### config.mk
export PLATFORM = sky130hd
export DESIGN_NAME = mem_arbiter
export DESIGN_NICKNAME = d
export VERILOG_FILES = /design/src/rtl/mem_arb_pkg.sv /design/src/rtl/mem_arb_picker.sv /design/src/rtl/mem_arbiter.sv
export SDC_FILE = /design/constraint.sdc
export NUM_CORES = 1
export LEC_CHECK = 0
export CORE_ASPECT_RATIO = 0.8
export CORE_MARGIN = 2
export CORE_UTILIZATION = 43
export DETAILED_ROUTE_END_ITERATION = 10
export GPL_ROUTABILITY_DRIVEN = 0
export PLACE_DENSITY = 0.86
export SYNTH_ARGS = -nofsm -noshare
export SYNTH_HDL_FRONTEND = slang
export SYNTH_HIERARCHICAL = 1
export SYNTH_SLANG_ARGS = --single-unit
### constraint.sdc
create_clock -name clk -period 2.9 [get_ports clk]
set_input_delay 0.435 -clock clk [delete_from_list [all_inputs] [get_ports clk]]
set_output_delay 0.435 -clock clk [all_outputs]
set_load 0.005 [all_outputs]
### src/rtl/mem_arb_pkg.sv
// Shared types and constants for the two-port memory arbiter.
package mem_arb_pkg;

    localparam int ADDR_W_DEF = 12;
    localparam int DATA_W_DEF = 16;

    // Port identifiers, used both as the winner id and as the last-grant pointer.
    localparam logic PORT_CPU = 1'b0;
    localparam logic PORT_IO  = 1'b1;

    // Every access is IDLE -> ACCESS -> COMPLETE -> IDLE.
    typedef enum logic [1:0] {
        IDLE     = 2'd0,
        ACCESS   = 2'd1,
        COMPLETE = 2'd2
    } state_t;

endpackage

### src/rtl/mem_arb_picker.sv
// Combinational winner selection between the CPU and I/O requests.
// Optional feature macro: MEM_ARB_RR_EN (round-robin on ties). Without it the
// CPU always wins a tie and the last-grant input has no effect.
module mem_arb_picker
    import mem_arb_pkg::*;
(
    input  logic cpu_req,
    input  logic io_req,
    input  logic last_grant,
    output logic grant
);

`ifdef MEM_ARB_RR_EN
    // On a tie the port that was not granted last time wins.
    always_comb begin
        grant = PORT_CPU;
        if (cpu_req && io_req) begin
            grant = ~last_grant;
        end else if (io_req) begin
            grant = PORT_IO;
        end
    end
`else
    logic unused_last_grant;
    assign unused_last_grant = last_grant;

    // Fixed priority: I/O only wins when the CPU is not asking.
    always_comb begin
        grant = PORT_CPU;
        if (io_req && !cpu_req) begin
            grant = PORT_IO;
        end
    end
`endif

endmodule

### src/rtl/mem_arbiter.sv
// Two-port memory arbiter: shares one 4096 x 16 memory between the CPU and the
// I/O loader, running every access as a fixed three-cycle transaction.
// Optional feature macro: MEM_ARB_RR_EN (round-robin tie breaking; default is
// fixed CPU priority).
//
// Handshake: a requester raises req with we/addr/wdata stable and holds it
// until ack. Requests are sampled only while IDLE; the grant happens on that
// edge, the memory is driven in ACCESS, and ack pulses for exactly one cycle
// in COMPLETE (read data valid on rdata in that same cycle). A req still high
// in the IDLE cycle after ack is taken as a new transaction.
module mem_arbiter
    import mem_arb_pkg::*;
#(
    parameter int ADDR_W = ADDR_W_DEF,
    parameter int DATA_W = DATA_W_DEF
) (
    input  logic              clk,
    input  logic              rst_n,
    input  logic              cpu_req,
    input  logic              cpu_we,
    input  logic [ADDR_W-1:0] cpu_addr,
    input  logic [DATA_W-1:0] cpu_wdata,
    output logic              cpu_ack,
    output logic [DATA_W-1:0] cpu_rdata,
    input  logic              io_req,
    input  logic              io_we,
    input  logic [ADDR_W-1:0] io_addr,
    input  logic [DATA_W-1:0] io_wdata,
    output logic              io_ack,
    output logic [DATA_W-1:0] io_rdata,
    output logic [ADDR_W-1:0] mem_adress,
    output logic              mem_read,
    output logic              mem_write,
    output logic [DATA_W-1:0] mem_indata,
    input  logic [DATA_W-1:0] mem_outdata,
    output logic              busy,
    output logic [1:0]        fsm_state
);

    state_t            state;
    state_t            state_next;
    logic              start;
    logic              grant;
    logic              last_grant;
    logic              win_port;
    logic              win_we;
    logic [ADDR_W-1:0] addr_q;
    logic [DATA_W-1:0] wdata_q;

    assign start      = (state == IDLE) && (cpu_req || io_req);
    assign mem_adress = addr_q;
    assign mem_indata = wdata_q;
    assign fsm_state  = state;

    mem_arb_picker u_picker (
        .cpu_req    (cpu_req),
        .io_req     (io_req),
        .last_grant (last_grant),
        .grant      (grant)
    );

`ifdef MEM_ARB_RR_EN
    // Remember who won the last grant; reset favours the CPU on the first tie.
    always_ff @(posedge clk or negedge rst_n) begin
        if (!rst_n) begin
            last_grant <= PORT_IO;
        end else if (start) begin
            last_grant <= grant;
        end
    end
`else
    assign last_grant = PORT_IO;
`endif

    // State register.
    always_ff @(posedge clk or negedge rst_n) begin
        if (!rst_n) begin
            state <= IDLE;
        end else begin
            state <= state_next;
        end
    end

    // Next state, memory strobes, acks and busy. Reads are the idle strobe so
    // read and write can never be active together.
    always_comb begin
        state_next = state;
        mem_read   = 1'b1;
        mem_write  = 1'b0;
        cpu_ack    = 1'b0;
        io_ack     = 1'b0;
        busy       = 1'b1;
        case (state)
            IDLE: begin
                busy = 1'b0;
                if (cpu_req || io_req) begin
                    state_next = ACCESS;
                end
            end
            ACCESS: begin
                state_next = COMPLETE;
                if (win_we) begin
                    mem_read  = 1'b0;
                    mem_write = 1'b1;
                end
            end
            COMPLETE: begin
                state_next = IDLE;
                cpu_ack    = (win_port == PORT_CPU);
                io_ack     = (win_port == PORT_IO);
            end
            default: begin
                state_next = IDLE;
                busy       = 1'b0;
            end
        endcase
    end

    // Latch the winner's transaction on the grant edge. The address and write
    // data registers double as the memory outputs, so they hold between accesses.
    always_ff @(posedge clk or negedge rst_n) begin
        if (!rst_n) begin
            win_port <= PORT_CPU;
            win_we   <= 1'b0;
            addr_q   <= '0;
            wdata_q  <= '0;
        end else if (start) begin
            win_port <= grant;
            if (grant == PORT_IO) begin
                win_we <= io_we;
                addr_q <= io_addr;
                if (io_we) begin
                    wdata_q <= io_wdata;
                end
            end else begin
                win_we <= cpu_we;
                addr_q <= cpu_addr;
                if (cpu_we) begin
                    wdata_q <= cpu_wdata;
                end
            end
        end
    end

    // Capture read data at the end of ACCESS into the winner's rdata only.
    always_ff @(posedge clk or negedge rst_n) begin
        if (!rst_n) begin
            cpu_rdata <= '0;
            io_rdata  <= '0;
        end else if (state == ACCESS && !win_we) begin
            if (win_port == PORT_CPU) begin
                cpu_rdata <= mem_outdata;
            end else begin
                io_rdata <= mem_outdata;
            end
        end
    end

endmodule

==> impl_metrics.env, run 1 <==
export IMPL_status="finished, final reports clean"
export IMPL_reg2reg_to="mem_indata[4]"
export IMPL_rows=26
export IMPL_setup_tns_ns=0
export IMPL_antenna_found_initial=0
export IMPL_final_cells=435
export IMPL_p_int_mw=2.992
export IMPL_p_clk_share_pct=15.4
export IMPL_clock_sinks=64
export IMPL_max_freq_ghz=0.4582
export IMPL_ant_nets=0
export IMPL_drv_cap=0
export IMPL_relSlewSlack_pct=51.03
export IMPL_cts_root_buf="clkbuf_8"
export IMPL_syn_area_sq_um=2806
export IMPL_cp_endpoint="mem_write"
export IMPL_worstSetupEndpointType="primary output"
export IMPL_hpwl_um=5199
export IMPL_portBuffers=144
export IMPL_utilization_pct=71.07
export IMPL_grt_first_pass_wirelength_um=11510
export IMPL_period_minus_slack_ns=2.183
export IMPL_drc=0
export IMPL_r2r_slack_ns=1.07
export IMPL_ys_warn_count=6
export IMPL_seq_power_share_pct=38.2
export IMPL_cts_setup_buffers=0
export IMPL_via_count=2079
export IMPL_worst_ep_required_time_ns=2.47
export IMPL_combPwrFrac_pct=46.4
export IMPL_nNetsFinal=428
export IMPL_area_growth_pct=60.63
export IMPL_clock_skew_final_ns=0.004421
export IMPL_crit_path_start="fsm_state[1]"
export IMPL_wl_per_cell_um=15.66
export IMPL_dieWidth_um=94.33
export IMPL_n_fill_cell=495
export IMPL_cts_buffers=9
export IMPL_r2r_start="fsm_state[1]"
export IMPL_path_max_fanout=4
export IMPL_tightest_slew_ns=0.7345
export IMPL_vdd_drop_max_uv=482.3
export IMPL_grt_max_degree=35
export IMPL_grt_use_total_pct=20.61
export IMPL_cts_clk_slew_worst_paths_ns=0.07
export IMPL_dr_pass1_iters=4
export IMPL_period_share_pct=75.26
export IMPL_dp_cells=419
export IMPL_clk_latency_ns=0.33
export IMPL_cp_start_kind="flop"
export IMPL_initial_core_util_pct=44.24
export IMPL_ios=145
export IMPL_min_path_type="in2async"
export IMPL_fin_ws_ns=0.7174
export IMPL_place_ws_ns=0.6128
export IMPL_netlist_instances=194
export IMPL_p_leak_nw=1.883
export IMPL_switching_share_pct=28.45
export IMPL_critPathArrivalTime_ns=1.75
export IMPL_coreArea_sq_um=6344
export IMPL_grt_pass1_vias=2344
export IMPL_via_per_inst=4.779
export IMPL_cts_tree="built"
export IMPL_cts_resized=0
export IMPL_h_tree_depth=3
export IMPL_synth_nets=276
export IMPL_hold_viol=0
export IMPL_dieArea_sq_um=7193
export IMPL_final_max_slew_violation_count=0
export IMPL_die_h_um=76.26
export IMPL_clk_path_buf_depth=2
export IMPL_power_density_nw_per_um2=927.5
export IMPL_cts_hold_fix_buffers=0
export IMPL_grt_overflow=0
export IMPL_drive_gt1_share_pct=23.08
export IMPL_wirelength_um=6811
export IMPL_ff2ff_path_depth=5
export IMPL_finalSetupViolCount=0
export IMPL_antenna_cells=0
export IMPL_avgSynthCellArea_sq_um=14.47
export IMPL_power_switching_mw=1.190
export IMPL_timing_hold_ws_ns=0.1619
export IMPL_dr_first_iter_drc_count=37
export IMPL_rsz0062_at_grt="false"
export IMPL_worstSetupPathType="reg2out"
placed cells by master, fill, tap and decap left out, drive strengths merged:
master	count
a21o	1
clkinv	4
ha	4
and2	1
dfrtp	64
inv	3
nand3b	1
a21boi	1
nor2	2
mux2i	13
nor2b	2
mux2	66
nand2	14
nor3b	1
o21ai	13
clkbuf	12
buf	6
clkdlybuf4s50	143
worst min-delay path by stage:
stage,end,slack [ns],cells past startpoint
6_report,mem_indata[8],0.16,1
5_1_grt,mem_indata[8],0.21,1
4_1_cts,mem_indata[8],0.18,1
3_5_place_dp,mem_adress[7],0.47,2
3_3_place_gp,mem_adress[5],0.46,2
2_1_floorplan,cpu_rdata[0],0.14,0
critical path, cell delays in order (launching register included):
cell and delay (ns):
dfrtp_1 0.41, inv_1 0.12, ha_1 0.21, nand2_1 0.12
inv_1 0.08, clkdlybuf4s50_1 0.49
power by group through the flow:
stage | clock, mW | sequential (mW) | combinational [mW]
floorplan | 0 | 1.63 | 0.709
global placement | 0 | 1.60 | 1.90
detailed placement | 0 | 1.62 | 1.97
CTS | 0.664 | 1.61 | 1.98
global route | 0.717 | 1.66 | 2.10
finish | 0.644 | 1.60 | 1.94
sequential cells by signal (all words and copies together) (netlist names):
name,flops
mem_indata,16
mem_adress,12
io_rdata,16
fsm_state,2
win_we,1
cpu_rdata,16
win_port,1
layer usage:
| layer | global-route usage, % | routed length (um) |
|---|---|---|
| met5 | 0 | 0 |
| met4 | 5.942 | 67 |
| met3 | 6.924 | 576 |
| met2 | 34.93 | 3434 |
| met1 | 24.97 | 2732 |
area by class of cell:
cell class	instances	area (sq um)	area share, %
flip-flops and latches	64	1602	35.53
clock buffers	12	145.1	3.220
inverters	3	11.26	0.2498
repair buffers	149	1486	32.97
multi-input cells	119	1139	25.26
well taps	84	105.1	2.331
clock inverters	4	20.02	0.4441
per-stage QoR:
step / total power [mW] / cell area [sq um]
floorplan: 2.337 / 2806
global placement: 3.499 / 4343
detailed placement: 3.583 / 4343
CTS: 4.248 / 4508
global route: 4.481 / 4508
finish: 4.181 / 4508
Note: power is estimated with default switching activity, not from simulation.
==> run 2, diff against run 1 <==
--- a/config.mk
+++ b/config.mk
@@ -7,10 +7,10 @@
 export LEC_CHECK = 0
 export CORE_ASPECT_RATIO = 0.8
 export CORE_MARGIN = 2
-export CORE_UTILIZATION = 43
+export CORE_UTILIZATION = 36
 export DETAILED_ROUTE_END_ITERATION = 10
 export GPL_ROUTABILITY_DRIVEN = 0
-export PLACE_DENSITY = 0.86
+export PLACE_DENSITY = 0.77
 export SYNTH_ARGS = -nofsm -noshare
 export SYNTH_HDL_FRONTEND = slang
 export SYNTH_HIERARCHICAL = 1
==> constraint.sdc (replaced) <==
create_clock -name clk -period 1.92 [get_ports clk]
set_input_delay 0.288 -clock clk [delete_from_list [all_inputs] [get_ports clk]]
set_output_delay 0.288 -clock clk [all_outputs]
set_load 0.005 [all_outputs]
==> run 2 against run 1 <==
Effect of this change: sequential cell count unchanged; clock power up 68%; sequential share of layout area down 1.2 points; highest routed layer unchanged.
==> impl_metrics.env, run 2 (synthesis results as in run 1) <==
export IMPL_dieWidth_um=102.7
export IMPL_cts_buffers=9
export IMPL_layout_commonest_cell="clkdlybuf4s50_1"
export IMPL_critPathArrivalTime_ns=1.52
export IMPL_n_fill_cell=608
export IMPL_dr_pass1_iters=4
export IMPL_tightest_slew_ns=0.5189
export IMPL_cts_clk_slew_worst_paths_ns=0.07
export IMPL_worstSetupPathType="reg2out"
export IMPL_max_freq_ghz=0.5529
export IMPL_coreArea_sq_um=7462
export IMPL_via_per_inst=4.474
export IMPL_path_max_fanout=4
export IMPL_fin_area_sq_um=4671
export IMPL_final_cell_mix="clkdlybuf4s50_1, dfrtp_1, mux2_2"
export IMPL_final_cells=466
export IMPL_grt_use_total_pct=16.92
export IMPL_hold_viol=0
export IMPL_hpwl_um=5112
export IMPL_relSlewSlack_pct=65.40
export IMPL_min_path_type="in2async"
export IMPL_period_minus_slack_ns=1.809
export IMPL_nNetsFinal=438
export IMPL_dp_cells=443
export IMPL_die_h_um=82.97
export IMPL_grt_first_pass_wirelength_um=11120
export IMPL_vdd_drop_max_uv=726.4
export IMPL_clock_sinks=64
export IMPL_grt_max_degree=44
export IMPL_area_growth_pct=66.43
export IMPL_clock_skew_final_ns=0.004225
export IMPL_ant_nets=0
export IMPL_portBuffers=144
export IMPL_worst_ep_required_time_ns=1.63
export IMPL_clk_path_buf_depth=2
export IMPL_status="finished, final reports clean"
export IMPL_wirelength_um=6738
export IMPL_cts_tree="built"
export IMPL_h_tree_depth=3
export IMPL_wl_per_cell_um=14.46
export IMPL_cts_root_buf="clkbuf_8"
export IMPL_dieArea_sq_um=8522
export IMPL_rows=28
export IMPL_grt_overflow=0
export IMPL_rsz0062_at_grt="false"
export IMPL_drive_gt1_share_pct=26.04
export IMPL_p_leak_nw=1.978
export IMPL_antenna_cells=0
export IMPL_dr_first_iter_drc_count=39
export IMPL_cp_start_kind="flop"
export IMPL_finalSetupViolCount=0
export IMPL_ios=145
export IMPL_period_share_pct=94.20
export IMPL_clk_latency_ns=0.33
export IMPL_drv_cap=0
export IMPL_power_density_nw_per_um2=1402
export IMPL_grt_pass1_vias=2253
export IMPL_antenna_found_initial=0
export IMPL_placed_area_sq_um=4404
export IMPL_drc=0
export IMPL_via_count=2085
export IMPL_initial_core_util_pct=37.61
export IMPL_final_max_slew_violation_count=0
export IMPL_worstSetupEndpointType="primary output"
run 2: routing by layer:
metal / part of all wire (%) / wire, um / up-vias / global-route usage, %
met1: 43 / 2885 / 985 / 20.42
met4: 1.1 / 72 / 0 / 4.970
met3: 7.6 / 514 / 7 / 6.397
li1: - / - / 1011 / -
met5: 0 / 0 / - / 0
met2: 48 / 3265 / 82 / 27.93
run 2: report_power, final:
group / total (mW) / switching (mW) / internal [mW]
clock network: 1.08 / 0.484 / 0.595
registers: 2.41 / 0.374 / 2.04
logic: 3.06 / 0.972 / 2.09
run 2: worst max-delay path, stage by stage (launching register included):
cell             delay, ns
dfrtp_2               0.45
ha_4                  0.18
nand2_2               0.07
clkdlybuf4s50_1       0.49
run 2: path summary, 6_finish.rpt:
path | cells after the start | startpoint | endpoint | slack, ns
worst max-delay path | 3 | fsm_state[0] | mem_read | 0.11
worst min-delay path | 2 | rst_n | io_rdata[15] | 0.46
worst max register to register | 5 | fsm_state[1] | io_rdata[11] | 0.28
worst min register to register | 2 | mem_adress[2] | mem_adress[2] | 0.48
max in group asynchronous | 3 | rst_n | mem_adress[2] | 0.85
min in group clk | 2 | mem_adress[2] | mem_adress[2] | 0.48
run 2: final cells by class:
type / count / area, sq um / area share, %
sequential: 64 / 1603 / 34.32
clock buffer: 12 / 135.1 / 2.893
inverter: 3 / 11.26 / 0.2411
multi-input combinational: 119 / 1154 / 24.70
tap: 105 / 131.4 / 2.813
timing repair buffer: 159 / 1592 / 34.07
clock inverter: 4 / 45.04 / 0.9644
run 2: what timing repair did:
item | CTS | global route
endpoints found under the setup margin | 5 | 13
pin swaps | 0 | 1
gates resized for setup | 7 | 3
setup buffers | 3 | 3
hold buffers | 1 | 0
endpoints found under the hold margin | 21 | 0
run 2: stage by stage:
| stage | setup slack [ns] | utilization, % | hold WS (ns) | setup TNS (ns) | total power, mW |
|---|---|---|---|---|---|
| 2_1_floorplan | 0.2728 | - | -0.007591 | 0 | 3.529 |
| 3_3_place_gp | -0.05486 | 59.02 | 0.2858 | -0.6767 | 5.337 |
| 3_5_place_dp | -0.1092 | 59.02 | 0.2907 | -1.502 | 5.433 |
| 4_1_cts | 0.01123 | 62.02 | 0.4590 | 0 | 6.607 |
| 5_1_grt | 0.03186 | 62.59 | 0.4931 | 0 | 7.017 |
| 6_report | 0.1114 | 62.59 | 0.4593 | 0 | 6.550 |
